<file path="src/rtl/mig_tt_sequencer.sv">
// mig_tt_sequencer
// Computes the 16-bit truth table of a 4-input majority-inverter network.
// Gates live in a small config RAM and are evaluated one per cycle on a
// shared MAJ3 unit, for each input minterm m = 0..15 in turn.
//
// Ports
//   clk, rst_n          clock (rising edge), async active-low reset
//   cfg_we/addr/data    gate slot write {inv_c,idx_c,inv_b,idx_b,inv_a,idx_a};
//                       ignored while busy
//   num_gates           gates to evaluate (clamped to MAX_GATES), sampled on start
//   out_sel, out_inv    result node and complement, sampled on start
//   start               begin a run when not busy
//   busy                run in progress
//   done                one-cycle pulse, tt valid
//   tt                  truth table, bit m = f(x3..x0 = m)
//
// state   | meaning
// --------+-----------------------------------------------------------
// S_IDLE  | waiting for start, tt held
// S_EVAL  | evaluating gate g for minterm m
// S_STORE | writing tt[m] from the selected node, clearing node regs
// S_DONE  | last minterm stored; done pulses on leaving this state
module mig_tt_sequencer #(
  parameter int MAX_GATES = 8,
  parameter int GA_W      = 3
) (
  input  logic            clk,
  input  logic            rst_n,
  input  logic            cfg_we,
  input  logic [GA_W-1:0] cfg_addr,
  input  logic [14:0]     cfg_data,
  input  logic [3:0]      num_gates,
  input  logic [3:0]      out_sel,
  input  logic            out_inv,
  input  logic            start,
  output logic            busy,
  output logic            done,
  output logic [15:0]     tt
);

  localparam logic [1:0] S_IDLE  = 2'd0;
  localparam logic [1:0] S_EVAL  = 2'd1;
  localparam logic [1:0] S_STORE = 2'd2;
  localparam logic [1:0] S_DONE  = 2'd3;

  logic [1:0]           state;
  logic [3:0]           m;
  logic [3:0]           g;
  logic [3:0]           gcnt;
  logic [3:0]           sel_q;
  logic                 inv_q;
  logic [MAX_GATES-1:0] node;
  logic [14:0]          ram [MAX_GATES];

  logic                 accept;
  logic [3:0]           g_clamp;
  logic [14:0]          gate_word;
  logic                 op_a, op_b, op_c, gate_out, out_bit;
  logic [MAX_GATES-1:0] g_onehot;

  // Node 0 is constant 0, nodes 1..4 are x0..x3 taken from the minterm,
  // nodes 5.. are gate registers. Unwritten gates read 0 because the
  // registers are cleared for every minterm, which also makes forward and
  // self references read 0.
  function automatic logic node_val(input logic [3:0] idx, input logic [3:0] mm,
                                    input logic [MAX_GATES-1:0] nd);
    logic [MAX_GATES-1:0] sh;
    logic                 r;
    sh = nd >> (idx - 4'd5);
    if (idx == 4'd0)                          r = 1'b0;
    else if (idx <= 4'd4)                     r = mm[idx[1:0] - 2'd1];
    else if (32'(idx) <= 32'(4 + MAX_GATES))  r = sh[0];
    else                                      r = 1'b0;
    return r;
  endfunction

  always_comb begin
    accept    = start && !busy && (state == S_IDLE || state == S_DONE);
    g_clamp   = (32'(num_gates) > 32'(MAX_GATES)) ? 4'(MAX_GATES) : num_gates;
    gate_word = ram[g[GA_W-1:0]];
    op_a      = node_val(gate_word[3:0], m, node) ^ gate_word[4];
    op_b      = node_val(gate_word[8:5], m, node) ^ gate_word[9];
    op_c      = node_val(gate_word[13:10], m, node) ^ gate_word[14];
    gate_out  = (op_a & op_b) | (op_a & op_c) | (op_b & op_c);
    g_onehot  = MAX_GATES'(1) << g;
    out_bit   = node_val(sel_q, m, node) ^ inv_q;
  end

  // Config RAM is deliberately not reset.
  always_ff @(posedge clk) begin
    if (cfg_we && !busy && (32'(cfg_addr) < 32'(MAX_GATES)))
      ram[cfg_addr] <= cfg_data;
  end

  always_ff @(posedge clk or negedge rst_n) begin
    if (!rst_n) begin
      state <= S_IDLE;
      busy  <= 1'b0;
      done  <= 1'b0;
      tt    <= '0;
      m     <= '0;
      g     <= '0;
      gcnt  <= '0;
      sel_q <= '0;
      inv_q <= 1'b0;
      node  <= '0;
    end else begin
      done <= 1'b0;
      case (state)
        S_IDLE: ;
        S_EVAL: begin
          if (gate_out) node <= node | g_onehot;
          g <= g + 4'd1;
          if (g == gcnt - 4'd1) state <= S_STORE;
        end
        S_STORE: begin
          tt[m] <= out_bit;
          node  <= '0;
          g     <= '0;
          if (m == 4'd15) begin
            state <= S_DONE;
            busy  <= 1'b0;
          end else begin
            m     <= m + 4'd1;
            state <= (gcnt == 4'd0) ? S_STORE : S_EVAL;
          end
        end
        S_DONE: begin
          done  <= 1'b1;
          state <= S_IDLE;
        end
        default: state <= S_IDLE;
      endcase

      // A start in the DONE cycle overrides the return to IDLE but the
      // done pulse above still fires.
      if (accept) begin
        busy  <= 1'b1;
        tt    <= '0;
        m     <= '0;
        g     <= '0;
        node  <= '0;
        gcnt  <= g_clamp;
        sel_q <= out_sel;
        inv_q <= out_inv;
        state <= (g_clamp == 4'd0) ? S_STORE : S_EVAL;
      end
    end
  end

endmodule
</file>
<file path="config.mk">
export PLATFORM = sky130hd
export DESIGN_NAME = mig_tt_sequencer
export DESIGN_NICKNAME = d
export VERILOG_FILES = /design/src/rtl/mig_tt_sequencer.sv
export SDC_FILE = /design/constraint.sdc
export NUM_CORES = 1
export LEC_CHECK = 0
export CAP_MARGIN = 30
export CORE_MARGIN = 8
export CORE_UTILIZATION = 57
export CTS_CLUSTER_SIZE = 16
export DETAILED_ROUTE_END_ITERATION = 10
export GPL_TIMING_DRIVEN = 0
export PLACE_DENSITY = 0.77
export RECOVER_POWER = 100
export SLEW_MARGIN = 15
export SYNTH_ARGS = -nofsm -noshare
export SYNTH_HDL_FRONTEND = slang
export SYNTH_SLANG_ARGS = --single-unit
</file>
<file path="constraint.sdc">
create_clock -name clk -period 4.6 [get_ports clk]
set_input_delay 0.69 -clock clk [delete_from_list [all_inputs] [get_ports clk]]
set_output_delay 0.69 -clock clk [all_outputs]
set_load 0.05 [all_outputs]
</file>
# --- Word level (Yosys, flattened, before mapping) ---
# Memory sizes are Yosys's and may differ from the RTL's.
# Cells that the tools add are included.
word_totals:
  word_cells: 127
  latch_bits: 0
  mem_count: 1
  regBits: 45
  mem_bits_ro: 0
  mem_bits_rw: 120
memory_table:
  columns: ["memory", "depth", "width", "read_ports", "rd_ports_with_merged_regs", "wr", "line", "text"]
  rows:
  - ["ram", 8, 15, 1, 0, 1, "53", "logic [14:0] ram [MAX_GATES];"]
op_classes:
  n_bitwise: 10
  add_sub_neg: 11
  mux: 46
  n_reduce_logical: 21
  mul: 0
  n_eq_ne: 8
  shift: 5
  n_lt_le_gt_ge: 15
  div_mod_pow: 0
op_table:
  columns: ["operator", "n"]
  rows:
  - ["$mux W16", 2]
  - ["$shr A8 B4 Y1", 4]
  - ["$logic_not A4 Y1", 6]
  - ["$mux W1", 23]
  - ["$mux W4", 5]
  - ["$bwmux W16", 1]
  - ["$le A4 B3 Y1 const B", 4]
  - ["$le A4 B4 Y1 const B", 4]
  - ["$mux W8", 2]
  - ["$pmux W8 S2", 1]
  - ["$sub A4 B3 Y4 const B", 4]
  - ["$lt A2 B3 Y1 const B", 4]
  - ["$mux W2", 5]
  - ["$add A4 B1 Y4 const B", 2]
  - ["$bmux W1 S2", 4]
  - ["$or A8 B8 Y8", 1]
  - ["$pmux W4 S2", 1]
  - ["$reduce_and A2 Y1", 4]
  - ["$shl A1 B4 Y8 const A", 1]
  - ["$sub A2 B1 Y2 const B", 4]
  - ["$ne A3 B3 Y1 const B", 2]
  - ["$pmux W2 S3", 1]
  - ["$lt A4 B5 Y1 const B", 1]
  - ["$demux W1 S4", 1]
  - ["18 further kinds", 29]

# --- Longest topological paths before layout ---
# An unclocked memory read counts as a cell.
depth:
  depth_word: 13
  depth_mapped: 16
  ltp_nobuf: 14

# --- Worst setup path before layout ---
# No wires, ideal clock.
synth_path:
  path_kind: "reg-to-reg"
  startpoint: "reg g[0]"
  endpoint: "reg node[0]"
  n_path_buf: 3
  arrival_time_ps: 4058
  setup_time_ps: 87
  stages_incl_launch_ff: 14
  slack_ps: 455
  cell_sequence: "dfrtp_1 -> buf_2 -> buf_4 -> buf_2 -> inv_1 -> mux4_2 -> ha_1 -> mux4_2 -> maj3_2 -> a2111oi_4 -> xnor2_1 -> maj3_2 -> o21a_4 -> a211oi_2"
synth_between:
  elab_chain_len: 12
  word_cells_on_any_way: 49
  cone_classes: "add/sub: 6; order compare: 6; eq/ne: 1; shift: 4; mux: 18; bitwise: 9; reduce/logical: 4; memory: 1"
synth_lines:
  columns: ["item", "line", "text"]
  rows:
  - ["from (decl)", "48", "logic [3:0] g;"]
  - ["from (signal assigned)", "113", "g <= g + 4'd1;"]
  - ["$mem_v2 Z8 W15", null, null]
  - ["$sub A4 B3 Y4 / $sub A2 B1 Y2 (equally long branches)", "69, 71", null]
  - ["$shr A8 B4 Y1 / $bmux W1 S2 (equally long branches)", "69, 71", null]
  - ["$mux W1 (on tied branches)", "72, 71", null]
  - ["$mux W1", "71", "else if (idx <= 4'd4) r = mm[idx[1:0] - 2'd1];"]
  - ["$mux W1", "70", "if (idx == 4'd0) r = 1'b0;"]
  - ["$xor A1 B1 Y1 (on tied branches)", "81, 82, 83", null]
  - ["$and A1 B1 Y1", "84", "gate_out = (op_a & op_b) | (op_a & op_c) | (op_b & op_c);"]
  - ["$or A1 B1 Y1 (2 in a row)", "84", null]
  - ["$ne A3 B3 Y1 (no source line)", null, null]
  - ["$reduce_and A2 Y1 (no source line)", null, null]
  - ["to (signal assigned)", "112", "if (gate_out) node <= node | g_onehot;"]
  - ["to (decl)", "52", "logic [MAX_GATES-1:0] node;"]
# Several ways; a longest one is shown, not always the timed one. The select of a mux whose other input is x is not followed.
# A chain may end at the register's enable or synchronous reset.

# --- Worst setup path after layout ---
layout_path:
  startpoint: "reg g[2]"
  endpoint: "reg node[6]"
# Same word-level chain as after synthesis.

==> summary.txt <==
Outcome
  • Status: complete, no violations

STA
  • Clock Skew: roughly 0.0066 ns
  • WHS: 0.405 ns
  • RSZ-0062 raised after global routing: no
  • Period utilization: 0.950
  • Measured slew at the worst slew-check pin: 1.44 ns
  • Worst rel slew slack: 0.0388
  • Count of final setup violators: 0
  • Peak Freq: 229 MHz
  • Final max-slew violation count: 0
  • Fin crit period: 4.37 ns
  • Final Hold Fails: 0
  • Setup TNS: 0 ns

Detailed routing
  • Final antenna-violating net count: 0
  • Final WL: 16.2 mm
  • DRT Pass-1 Iters: 4
  • Post-route DRC: 0
  • Via Count: about 4,700
  • Routed wl met3: 743 um
  • Met2 routed WL: 8.31 mm
  • Starting DRT DRC Count: between 400 and 500
  • Uppermost layer routed: met4
  • Routed WL per cell: just over 20 um
  • Vias per cell: 5.91
  • Wl on met1: 6.81 mm

Global route
  • Gr usage total: 0.193
  • GRT Residual Overflow: 0
  • First-pass GRT wire length: 26.0 mm
  • Vias in the first global route: 4,903
  • Initial antenna violation count: 0
  • Largest net degree at the start of global routing: 28

Power
  • Power per cell area: 336 nW/um^2
  • Leak: roughly 0.0032 uW
  • Max VDD drop: 0.336 mV
  • Design Power: 3040 uW

Worst setup path
  • Startpoint Class: flip-flop
  • Largest stage delay, worst path: 0.47 ns
  • R2r setup slk: 0.23 ns
  • Crit Path Class: reg -> reg
  • CP Max Fanout: 10
  • Worst EP required: 4.93 ns
  • Worst reg2reg path depth: 13
  • Highest-delay cell along the critical path: mux4_2
  • Critical R2R Capture: node[6]
  • CP Buf/Inv Count: 3
  • Crit. End Element: flip-flop
  • Critical Path Stages: 13
  • CP cell instances: buf_6 -> clkbuf_4 -> clkbuf_4 -> mux2i_1 -> mux4_2 -> ha_1 -> mux4_2 -> maj3_2 -> a2111oi_4 -> xnor2_1 -> maj3_2 -> o21a_4 -> a211oi_1
  • WP data arrival: 4.71 ns
  • CP top delay family: adder cells
  • RR Startpoint: g[2]
  • Launching element of the worst setup path: g[2]

Layout
  • Filler cell count: approximately 920
  • Synthesis-to-finish area growth: 17.4%
  • # nets final: 661
  • Storage element area: between 4000 and 5000 um^2
  • Multi-input gate area: 2750 um^2
  • ANT cells: 0
  • Share of layout cells above drive strength 1: 0.136

Floorplan
  • Die area: 17,500 um^2
  • Width of the die: 132 um
  • IO Pins: 49
  • Cell Rows: 42
  • Core area: roughly 13,000 um^2
  • Die H: 132 um
  • Starting density of the core: 0.581

Clocking
  • Clk pin slew, worst setup/hold paths: 0.06 ns
  • Clk sinks: 165
  • CTS max path bufs: 2
  • Root buffer cell: clkbuf_16
  • CTS tree: done
  • Cts bufs inserted: 17
  • H-tree depth: 4
  • Clk Latency, worst-skew pair: 0.43 ns

Synth
  • Top-area cell type share of the netlist area: 0.468
  • Cell taking the most area after synthesis: edfxtp_1
  • Post-synthesis xor/xnor area fraction: 0.0182
  • Number of synthesized flops with an enable pin: 120
  • Adder-Cell Fraction of Synth Area: 0.0367
  • Cell Area, Synth: 7700 um^2
  • Register area share after synthesis: 0.614
  • Synthesized netlist cell count: between 500 and 600
  • Syn avg cell area: between 10 and 15 um^2
  • Top_reg_cell synth: edfxtp_1
  • Mapped Nets: 581
  • Mux contribution to synthesized area: 0.156
  • Largest family of logic cells by synthesized area: multiplexers
  • Post-synth cell types: 53
  • Synth top area cells: edfxtp_1 (47%), dfrtp_1 (15%), mux4_2 (10%), mux2i_1 (5.2%), ha_1 (3.3%)
  • Simple-gate share of the synthesized area: 0.0847
  • Most numerous cell in the Yosys netlist: edfxtp_1
  • Post-synth ARST share: 0.273
  • Post-synthesis compound-gate area fraction: 0.0622
  • Ys Warns: 0
  • Seq cells post-synth: 165
  • Post-synth top cells: edfxtp_1 (120), dfrtp_1 (45), mux2i_1 (40)

Placed design
  • Gpl congestion: 0.802
  • IO buf count: 48
  • Post-DP HPWL: 11.6 mm

Worst hold path
  • Hold WC Path Type: in -> async

Job
  • MaxCap Viol Count: 0
kinds of logic after synthesis:
logic type,count (synthesis)
flip-flops,165
AND/OR/NAND/NOR,137
multiplexers,76
AO/OA/AOI/OAI,62
buffers and inverters,51
adder cells (fa/ha/maj),23
XOR/XNOR,16
worst reg2reg max path, delay by kind of cell, from the launching register on:
| kind | cells | cell delay, ns |
|---|---|---|
| buf+inv | 3 | 0.73 |
| fa+ha+maj | 3 | 1.16 |
| mux | 3 | 0.98 |
| xor+xnor | 1 | 0.11 |
| flops | 1 | 0.39 |
| compound gates | 3 | 0.90 |
per-stage QoR:
step	setup WS, ns	area, um^2	utilization	instances
floorplan	0.455	7700	-	530
global placement	-0.156	8400	0.634	754
detailed placement	-0.223	8560	0.646	767
CTS	0.0331	9140	0.690	799
global route	0.0243	9040	0.682	799
finish	0.229	9040	0.682	799
power by group:
| group | leakage [uW] | internal (uW) | switching, uW |
|---|---|---|---|
| combinational | 0.00139 | 20.6 | 25.5 |
| sequential | 0.00152 | 1600 | 0 |
| clock | 0.000276 | 808 | 584 |
| total | 0.00318 | 2430 | 609 |
how the worst max path moves through the flow:
stage | end | slack, ns
after floorplan | node[0] | 0.45
after global placement | node[2] | -0.16
after detailed placement | node[2] | -0.22
after global routing | node[6] | 0.02
after CTS | node[2] | 0.03
final | node[6] | 0.23
routing by layer:
metal / vias to the layer above / GRT usage
met5: - / 0
met4: 0 / 0.0751
met3: 26 / 0.0556
met2: 127 / 0.320
met1: 2385 / 0.234
li1: 2187 / -
repair_timing:
| action | CTS | global route |
|---|---|---|
| resized for setup | 3 | 6 |
| setup endpoints to repair | 8 | 8 |
| hold buffers | 0 | 0 |
| setup buffers | 0 | 0 |
| endpoints found under the hold margin | 0 | 0 |
layout by cell type (no fill, tap or decap), types with 4 or more instances in the layout:
cell type        netlist  final
clkbuf_16              0     17
edfxtp_1             120    120
buf_6                  2      5
inv_1                 25     25
o2111ai_1              8      8
dfrtp_1               45     45
nand3b_1               5      5
a21oi_1               11     11
dlygate4sd3_1          0     35
xor2_1                 4      4
clkdlybuf4s50_1        0     12
xnor2_1               12     12
nor2b_1                6      6
mux2i_1               40     39
clkbuf_1              13     31
nor3_1                12     12
nor2_1                35     35
nand3_1               21     21
nand2_1               39     39
mux4_2                35     35
ha_1                  20     20
inv_6                  0      5
o21ai_0               12     12
nand4_1                5      5
a211oi_2               8      6
layout make-up:
class                           instances  share of cell area
Clock buffer                           19              0.0479
Inverter                               27              0.0112
Multi-Input combinational cell        314               0.304
Tap cell                              176              0.0244
Sequential cell                       165               0.523
Timing Repair Buffer                   61              0.0579
Buffer                                 24              0.0150
Clock inverter                         13              0.0162
state kept, by name, indices dropped and copies added, names as in the netlist:
signal  count
busy        1
done        1
g           4
gcnt        4
inv_q       1
m           4
node        8
ram       120
sel_q       4
state       2
tt         16
(Power assumes the default switching activity.)
